## config.mk

```make
export PLATFORM = sky130hd
export DESIGN_NAME = mux_sel_seq
export DESIGN_NICKNAME = d
export VERILOG_FILES = /design/src/rtl/mux_sel_seq.sv
export SDC_FILE = /design/constraint.sdc
export NUM_CORES = 1
export LEC_CHECK = 0
export CAP_MARGIN = 20
export CORE_AREA = 5 5 46 48
export DETAILED_ROUTE_END_ITERATION = 8
export DIE_AREA = 0 0 51 53
export PLACE_DENSITY = 0.8
export SLEW_MARGIN = 40
export SYNTH_ARGS = -nofsm -noshare
export SYNTH_HDL_FRONTEND = slang
export SYNTH_SLANG_ARGS = --single-unit
export TNS_END_PERCENT = 30
```

## constraint.sdc

```tcl
create_clock -name i_clk -period 3.7 [get_ports i_clk]
set_input_delay 0.555 -clock i_clk [delete_from_list [all_inputs] [get_ports i_clk]]
set_output_delay 0.555 -clock i_clk [all_outputs]
set_load 0.02 [all_outputs]
```

## src/rtl/mux_sel_seq.sv

```systemverilog
// Select sequencer for a hard 2:1 mux: resynchronises the select request and
// blanks the muxed path for a guard period before and after each select change.
module mux_sel_seq #(
  parameter int unsigned SYNC_STAGES  = 2,
  parameter int unsigned GUARD_CYCLES = 4,
  parameter logic        RESET_SEL    = 1'b0
) (
  input  logic i_clk,
  input  logic i_rst_n,
  input  logic i_sel_req,
  input  logic i_test_mode,
  input  logic i_test_sel,
  output logic o_sel,
  output logic o_en,
  output logic o_busy,
  output logic o_done
);

  if (SYNC_STAGES < 2 || SYNC_STAGES > 4) begin : g_bad_sync_stages
    $error("mux_sel_seq: SYNC_STAGES must be in 2..4");
  end
  if (GUARD_CYCLES < 1 || GUARD_CYCLES > 255) begin : g_bad_guard_cycles
    $error("mux_sel_seq: GUARD_CYCLES must be in 1..255");
  end

  typedef enum logic [1:0] {
    ST_IDLE   = 2'd0,
    ST_PRE    = 2'd1,
    ST_SWITCH = 2'd2,
    ST_POST   = 2'd3
  } state_e;

  localparam logic [7:0] CNT_LOAD = 8'(GUARD_CYCLES - 1);

  logic [SYNC_STAGES-1:0] sync_q;
  logic                   req_s;

  state_e     state_q;
  logic       sel_q;
  logic [7:0] cnt_q;
  logic       en_q;
  logic       done_q;
  logic       busy_q;

  // Synchroniser flops reset to RESET_SEL so no sequence fires out of reset.
  always_ff @(posedge i_clk or negedge i_rst_n) begin
    if (!i_rst_n) begin
      sync_q <= {SYNC_STAGES{RESET_SEL}};
    end else begin
      sync_q <= {sync_q[SYNC_STAGES-2:0], i_sel_req};
    end
  end

  assign req_s = sync_q[SYNC_STAGES-1];

  // Once PRE is entered the sequence is committed; req_s is sampled only in IDLE.
  // busy_q is kept as its own flop so o_busy is not a decode of the state bits.
  always_ff @(posedge i_clk or negedge i_rst_n) begin
    if (!i_rst_n) begin
      state_q <= ST_IDLE;
      sel_q   <= RESET_SEL;
      cnt_q   <= 8'd0;
      en_q    <= 1'b1;
      done_q  <= 1'b0;
      busy_q  <= 1'b0;
    end else if (i_test_mode) begin
      state_q <= ST_IDLE;
      en_q    <= 1'b1;
      done_q  <= 1'b0;
      busy_q  <= 1'b0;
    end else begin
      done_q <= 1'b0;
      unique case (state_q)
        ST_IDLE: begin
          if (req_s != sel_q) begin
            state_q <= ST_PRE;
            cnt_q   <= CNT_LOAD;
            en_q    <= 1'b0;
            busy_q  <= 1'b1;
          end
        end
        ST_PRE: begin
          if (cnt_q == 8'd0) begin
            state_q <= ST_SWITCH;
          end else begin
            cnt_q <= cnt_q - 8'd1;
          end
        end
        ST_SWITCH: begin
          sel_q   <= ~sel_q;
          cnt_q   <= CNT_LOAD;
          state_q <= ST_POST;
        end
        ST_POST: begin
          if (cnt_q == 8'd0) begin
            state_q <= ST_IDLE;
            en_q    <= 1'b1;
            done_q  <= 1'b1;
            busy_q  <= 1'b0;
          end else begin
            cnt_q <= cnt_q - 8'd1;
          end
        end
        default: begin
          state_q <= ST_IDLE;
          en_q    <= 1'b1;
          busy_q  <= 1'b0;
        end
      endcase
    end
  end

  // Test mode bypasses the sequencer combinationally; normal mode is pure flops.
  assign o_sel  = i_test_mode ? i_test_sel : sel_q;
  assign o_en   = i_test_mode | en_q;
  assign o_busy = busy_q;
  assign o_done = done_q;

endmodule
```

-- After elaboration in Yosys (flattened, before gate mapping)
Cells that the tools add are included.
- register bits after elaboration: 16
- reductions and logical operators: 8
- $add $sub $neg: 1
- bitwise operators: 3
- multiplexer cells: 20
- equality and inequality tests: 9
- operator list (kind ; number):
    case mux 8 bit (3 select lines) ; 1
    two-way mux 8 bit ; 2
    two-way mux 1 bit ; 10
    inequality test 3 bit (second input constant) ; 3
    AND reduction 3 bit ; 3
    zero test 8 bit ; 1
    two-way mux 2 bit ; 4
    case mux 2 bit (4 select lines) ; 1
    subtractor 8 x 1 -> 8 bit (second input constant) ; 1
    equality test 2 bit (second input constant) ; 2
    inequality test 2 bit (second input constant) ; 2
    case mux 1 bit (2 select lines) ; 2
    nonzero test 3 bit ; 1
    equality test 2 x 1 -> 1 bit (second input constant) ; 1
    zero test 2 bit ; 1
    inverter 1 bit ; 2
    AND reduction 2 bit ; 1
    OR reduction 2 bit ; 1
    inequality test 1 bit ; 1
    OR 1 bit ; 1

-- Longest topological paths before layout
Gate-level depths: netlist of the first run.
- depth after elaboration: 4
- depth in mapped cells: 6

-- Worst setup path after synthesis of the first run
OpenSTA, ideal clock, no wires.
- path type: flip-flop to flip-flop
- start point: register cnt_q[0]
- end point: register cnt_q[0]
- stages on the path, launching flop included: 7
- arrival time: 1.626 ns
- path slack: 1.949 ns
- cell sequence: dfrtp_1 inv_1 ha_1 nor3b_1 and2_1 a21o_1 mux2_4
- cells in the longest elaborated chain, start to end: 3
- elaborated cells on any way between the ends: 6
- classes of those cells: add/sub (1); eq/ne (1); mux (2); reduce/logical (2)
- RTL lines (what ; RTL line ; text):
    start: declaration ; 40 ; logic [7:0] cnt_q;
    start signal: assignment ; 86 ; cnt_q <= cnt_q - 8'd1;
    start signal: assignment ; 101 ; cnt_q <= cnt_q - 8'd1;
    subtractor 8 x 1 -> 8 bit or zero test 8 bit (tied branches) ; - ;
    two-way mux 8 bit or inequality test 2 bit (tied branches) ; - ;
    case mux 8 bit (3 select lines) or AND reduction 3 bit (tied branches) ; - ;
Parallel ways exist; a longest one is shown, timed or not. The select of a mux whose other input is x is not followed.
A chain may end at the register's enable or synchronous reset.

-- Worst setup path in the final report of the first run
- start point: input port i_test_mode
- end point: output port o_sel
- cells in the longest elaborated chain, start to end: 1
- RTL lines (what ; RTL line ; text):
    start: declaration ; 11 ; input logic i_test_mode,
    two-way mux 1 bit ; 114 ; assign o_sel = i_test_mode ? i_test_sel : sel_q;
    end: declaration ; 13 ; output logic o_sel,
No other way between the ends.

==> flow_summary.json, run 1 <==
{
  "crit_type": "in2out",
  "p_clk_share_pct": 14.1,
  "portBuffers": 8,
  "dieArea_um2": 2700,
  "synth_compound_area_share_pct": 20.1,
  "htreeDepth": 1,
  "antenna_found_initial": 0,
  "synthCells": 89,
  "gp_congestion": 0.802,
  "finalCritPeriodShare_pct": 73.2,
  "skew_ns": 0.00514,
  "setup_viol": 0,
  "drv_slew": 0,
  "clk_path_buf_depth": 2,
  "cts_root_buf": "clkbuf_4",
  "synthMuxAreaShare_pct": 3.96,
  "synthSimpleGateAreaFrac_pct": 19.1,
  "worst_pin_slew_ns": 0.524,
  "p_sw_w": 0.000274,
  "fin_area_um2": 1040,
  "synth_top_cell_by_area": "dfrtp_1",
  "n_antenna_cell": 0,
  "post-cts-setup-buffer-count": 0,
  "grt_pass1_vias": 738,
  "crit_chain": "clkdlybuf4s50_1 > mux2_2 > clkdlybuf4s50_1",
  "maxSlewHeadroom_pct": 65.0,
  "vdd_ir_drop_max_mv": 0.387,
  "synth_top_area_share_pct": 40.9,
  "synth_most_common_cell": "dfrtp_1",
  "start_util_pct": 54.9,
  "clk_latency_ns": 0.28,
  "synth_top_family_by_area": "compound AO/OA/AOI/OAI gates",
  "cts_made_buffers": 3,
  "viasPerCell": 5.92,
  "drt_iter0_drc": 9,
  "drc": 0,
  "status": "complete, no violations",
  "crit_arrival_ns": 2.15,
  "power.leakage_nw": 0.477,
  "syn_nets": 100,
  "core_um2": 1670,
  "synthAdderAreaFrac_pct": 8.19,
  "cp_top_family": "buffers and inverters",
  "die_w_um": 51,
  "top_level_ports": 9,
  "power_density_nw_per_um2": 649,
  "finalWirelength_mm": 1.75,
  "dpl.hpwl_mm": 1.31,
  "p_comb_share_pct": 46.7,
  "hp-class": "in2async",
  "rsz0062_at_grt": "false",
  "area_growth_syn_to_layout_pct": 13.0,
  "ys_ff_latch": 16,
  "maxCapViolCount": 0,
  "grt_usage_pct": 15.5,
  "yosysSeqAreaShare_pct": 43.8,
  "cp_slowest_cell": "clkdlybuf4s50_1",
  "antenna_left": 0,
  "fin_tns_setup_ns": 0,
  "crit_buf_inv": 2,
  "placed_area_um2": 1010,
  "netlist_area_um2": 917,
  "fmax_ghz": 0.369,
  "fin_crit_ns": 2.71,
  "async_reset_ff_share_pct": 100,
  "final_nets": 112,
  "place_ws_ns": 0.997,
  "synthDistinctLibCells": 32,
  "row_count": 15,
  "cts_hold_buf": 0,
  "cts_tree": "built",
  "synth_xor_area_share_pct": 2.86,
  "crit_required_ns": 3.14,
  "gr-total-overflow": 0,
  "synth_area_leaders": "dfrtp_1 (41%), ha_1 (8.2%), o41ai_2 (3.5%), a21oi_1 (3.3%), o21ai_0 (3.3%)",
  "grt_pass1_wl_mm": 3.06,
  "grt_max_degree": 17,
  "cp_max_fo": 12,
  "cts_resized": 0,
  "p_int_w": 0.000399,
  "yosysWarnings": 0,
  "syn_avg_cell_area_um2": 10.3,
  "drive_above_1_share_pct": 13.0,
  "vias": 693,
  "clock_sinks": 16,
  "yosys-top-cells-count": "dfrtp_1 (15), nand2_1 (8), a21oi_1 (6), ha_1 (6), o21ai_0 (6)",
  "detail_route.first_pass.iterations": 4,
  "endpoint_kind": "output pin",
  "hold_viol": 0,
  "p_seq_share_pct": 39.3,
  "fin_ws_ns": 0.993,
  "swShare_pct": 40.7,
  "ys.flop_type": "dfrtp_1",
  "cpMostUsedCell": "clkdlybuf4s50_1",
  "avgRoutedWirePerCell_um": 14.9,
  "cts.clk_slew.worst_paths_ns": 0.09,
  "start_kind": "primary input",
  "die_h_um": 53,
  "power_w": 0.000673,
  "synth_edf_count": 0,
  "slowest_delay_ns": 0.68
}
## per-stage QoR
stage | instances | hold slack (ns) | utilization, %
final | 117 | 0.165 | 62.0
after detailed placement | 113 | 0.353 | 60.7
after CTS | 117 | 0.381 | 62.3
after global placement | 113 | 0.334 | 60.7
after global routing | 117 | 0.180 | 62.0
after floorplan | 89 | 0.259 | -
## flip-flops by register name, summed over array words and instances, names as in the netlist
signal   flops
o_done       1
cnt_q        8
sync_q       2
state_q      2
sel_q        1
o_busy       1
en_q         1
## cells in the final DEF, fill, tap and decap left out, drive strengths merged, types with 2 or more instances in the layout
cell           netlist  routed
mux2                 2       2
nand2b               5       5
o41ai                3       3
dfrtp               15      15
clkdlybuf4s50        0       7
o21ai                8       8
clkbuf               1       4
ha                   6       6
nand4                2       2
nor3                 3       3
or2                  2       2
xnor2                2       2
nor3b                2       2
a21o                 2       2
nor2                 5       5
a211oi               3       3
nand2                8       8
a21oi                6       6
inv                  4       4
## path summary, 6_finish.rpt
check,start,to,slack [ns],cells past startpoint
worst min register to register,sync_q[0],sync_q[1],0.38,0
worst min-delay path,i_rst_n,cnt_q[6],0.16,1
worst max register to register,cnt_q[0],cnt_q[0],1.68,6
worst max-delay path,i_test_mode,o_sel,0.99,3
min in group i_clk,sync_q[0],sync_q[1],0.38,0
max in group asynchronous,i_rst_n,en_q,3.22,1
## per-layer routing
metal | routed length (um) | vias up | GRT usage (%)
li1 | - | 348 | -
met1 | 816 | 332 | 17.0
met2 | 849 | 8 | 26.8
met3 | 44 | 5 | 3.94
met4 | 38 | 0 | 9.42
met5 | 0 | - | 0
## cell families after synthesis
family          Yosys count
mux                       3
xor+xnor                  3
flops                    16
buf+inv                   5
simple gates             30
fa+ha+maj                 6
compound gates           26
## cell type report
cell class	instances	area [um^2]
Fill cell	141	634
Sequential cell	16	402
Timing Repair Buffer	8	75.1
Multi-Input combinational cell	68	497
Clock buffer	4	26.3
Inverter	4	15.0
Tap cell	17	21.3
## power groups by stage
stage	clock network, W	logic [W]	registers (W)
6_report	0.0000947	0.000314	0.000264
5_1_grt	0.000107	0.000354	0.000270
3_3_place_gp	0	0.000303	0.000264
3_5_place_dp	0	0.000315	0.000267
4_1_cts	0.0000973	0.000317	0.000264
2_1_floorplan	0	0.000229	0.000263
No activity file was read; power rests on OpenSTA's default activity.
==> run 2: changes to the inputs <==
--- a/config.mk
+++ b/config.mk
@@ -6,10 +6,10 @@
 export NUM_CORES = 1
 export LEC_CHECK = 0
 export CAP_MARGIN = 20
-export CORE_AREA = 5 5 46 48
+export CORE_AREA = 5 5 45 57
 export DETAILED_ROUTE_END_ITERATION = 8
-export DIE_AREA = 0 0 51 53
-export PLACE_DENSITY = 0.8
+export DIE_AREA = 0 0 50 62
+export PLACE_DENSITY = 0.72
 export SLEW_MARGIN = 40
 export SYNTH_ARGS = -nofsm -noshare
 export SYNTH_HDL_FRONTEND = slang
==> constraint.sdc (replaced) <==
create_clock -name i_clk -period 2.2 [get_ports i_clk]
set_input_delay 0.33 -clock i_clk [delete_from_list [all_inputs] [get_ports i_clk]]
set_output_delay 0.33 -clock i_clk [all_outputs]
set_load 0.02 [all_outputs]
==> run 2 against run 1 <==
  * Clock power up 100%
  * Power up 73%
  * Die area rose by 15%
  * Flip-flop and latch count unchanged
  * Critical endpoint unchanged
  * Largest cell class unchanged
==> flow_summary.json, run 2 (synthesis gave the netlist of run 1 again) <==
{
  "status": "complete, no violations",
  "fill_cells": 171,
  "cts_made_buffers": 3,
  "largest_register_ffs": 8,
  "grt_usage_pct": 13.5,
  "crit_arrival_ns": 1.74,
  "setup_viol": 0,
  "r2r_start": "cnt_q[0]",
  "viasPerCell": 5.81,
  "drc": 0,
  "clock_sinks": 16,
  "fin_tns_setup_ns": 0,
  "clk_latency_ns": 0.29,
  "rrSetupSlack_ns": 0.40,
  "fin_area_um2": 1080,
  "placed_cells": 119,
  "fin_crit_ns": 2.07,
  "hold-worst-slack_ns": 0.367,
  "core_um2": 1940,
  "area_growth_syn_to_layout_pct": 18.0,
  "hold_viol": 0,
  "n_antenna_cell": 0,
  "cts.clk_slew.worst_paths_ns": 0.08,
  "power_w": 0.00116,
  "final_cell_mix": "dfrtp_1 (15), nand2_1 (8), clkdlybuf4s50_1 (7)",
  "skew_ns": 0.0132,
  "post-cts-setup-buffer-count": 0,
  "detail_route.first_pass.iterations": 4,
  "rsz0062_at_grt": "false",
  "gp_congestion": 0.832,
  "r2r_end": "cnt_q[0]",
  "regMostFlops": "cnt_q",
  "crit_required_ns": 1.87,
  "power.leakage_nw": 0.502,
  "cts_root_buf": "clkbuf_4",
  "reg_top3": "cnt_q: 8 flops, state_q: 2 flops, sync_q: 2 flops",
  "grt_pass1_wl_mm": 3.21,
  "placed_area_um2": 1040,
  "antenna_found_initial": 0,
  "dpl.hpwl_mm": 1.31,
  "vdd_ir_drop_max_mv": 0.710,
  "fmax_ghz": 0.484,
  "hp-class": "reg2reg",
  "dieArea_um2": 3100,
  "row_count": 18,
  "hold_end": "sync_q[1]",
  "endpoint_kind": "output pin",
  "start_kind": "primary input",
  "worst_pin_slew_ns": 0.543,
  "drive_above_1_share_pct": 16.3,
  "vias": 721,
  "finalWirelength_mm": 1.75,
  "top_level_ports": 9,
  "finalCritPeriodShare_pct": 93.9,
  "holdPathStages": 0,
  "die_h_um": 62,
  "hp-start": "sync_q[0]",
  "final_common_cell": "dfrtp_1",
  "die_w_um": 50,
  "crit_type": "in2out",
  "drv_slew": 0,
  "cts_tree": "built",
  "drt_iter0_drc": 25,
  "seqCellArea_um2": 402,
  "htreeDepth": 1,
  "grt_pass1_vias": 777,
  "instances_no_fill": 124,
  "final_nets": 116,
  "maxSlewHeadroom_pct": 63.7,
  "gr-total-overflow": 0,
  "clk_path_buf_depth": 2,
  "rr_worst_depth": 7,
  "antenna_left": 0,
  "multi_input_area_um2": 497,
  "maxCapViolCount": 0,
  "start_util_pct": 47.4,
  "power_density_nw_per_um2": 1080,
  "grt_max_degree": 17,
  "avgRoutedWirePerCell_um": 14.1,
  "cp_max_fo": 4,
  "portBuffers": 8
}
run 2: critical path: stages:
cell and delay, ns:
clkdlybuf4s50_1 0.53, mux2_2 0.34, clkdlybuf4s50_1 0.54
run 2: final cells by class:
class	instances	share of cell area, %
well taps	20	2.31
clock buffers	4	3.35
repair buffers	12	9.94
multi-input cells	68	45.9
inverters	4	1.39
flip-flops and latches	16	37.1
run 2: per-stage QoR:
stage,util [%],setup WS (ns)
floorplan,-,0.449
global placement,53.7,0.153
detailed placement,53.7,0.131
CTS,55.6,0.127
global route,55.9,0.102
finish,55.9,0.134
run 2: metal layers:
metal	share of wire (%)	track usage, %	vias up
met5	0	0	-
met4	0.97	8.24	0
met3	3.4	3.34	4
met2	51	23.3	15
met1	44	15.1	349
li1	-	-	353
run 2: how the worst max path moves through the flow:
stage | from | end | slack, ns | depth (start not counted)
floorplan | cnt_q[0] | cnt_q[0] | 0.45 | 6
global route | i_test_mode | o_sel | 0.10 | 3
global placement | i_test_mode | o_sel | 0.15 | 3
CTS | i_test_mode | o_sel | 0.13 | 3
detailed placement | i_test_mode | o_sel | 0.13 | 3
finish | i_test_mode | o_sel | 0.13 | 3
run 2: what timing repair did:
action	in CTS	in global routing
gates resized for setup	0	0
endpoints found under the hold margin	0	15
hold buffers	0	1
run 2: power by group:
| group | internal (W) | leakage (nW) | switching [W] |
|---|---|---|---|
| registers | 0.000369 | 0.201 | 0.0000751 |
| logic | 0.000237 | 0.280 | 0.000291 |
| clock network | 0.000101 | 0.0210 | 0.0000927 |
| total | 0.000706 | 0.502 | 0.000459 |
==> run 3: changes to the inputs <==
--- a/config.mk
+++ b/config.mk
@@ -5,13 +5,12 @@
 export SDC_FILE = /design/constraint.sdc
 export NUM_CORES = 1
 export LEC_CHECK = 0
-export CAP_MARGIN = 20
 export CORE_AREA = 5 5 45 57
 export DETAILED_ROUTE_END_ITERATION = 8
 export DIE_AREA = 0 0 50 62
 export PLACE_DENSITY = 0.72
+export SKIP_LAST_GASP = 1
 export SLEW_MARGIN = 40
 export SYNTH_ARGS = -nofsm -noshare
 export SYNTH_HDL_FRONTEND = slang
 export SYNTH_SLANG_ARGS = --single-unit
-export TNS_END_PERCENT = 30
==> results of run 3 <==
The final DEF is identical to that of run 2; final timing and power are the same.
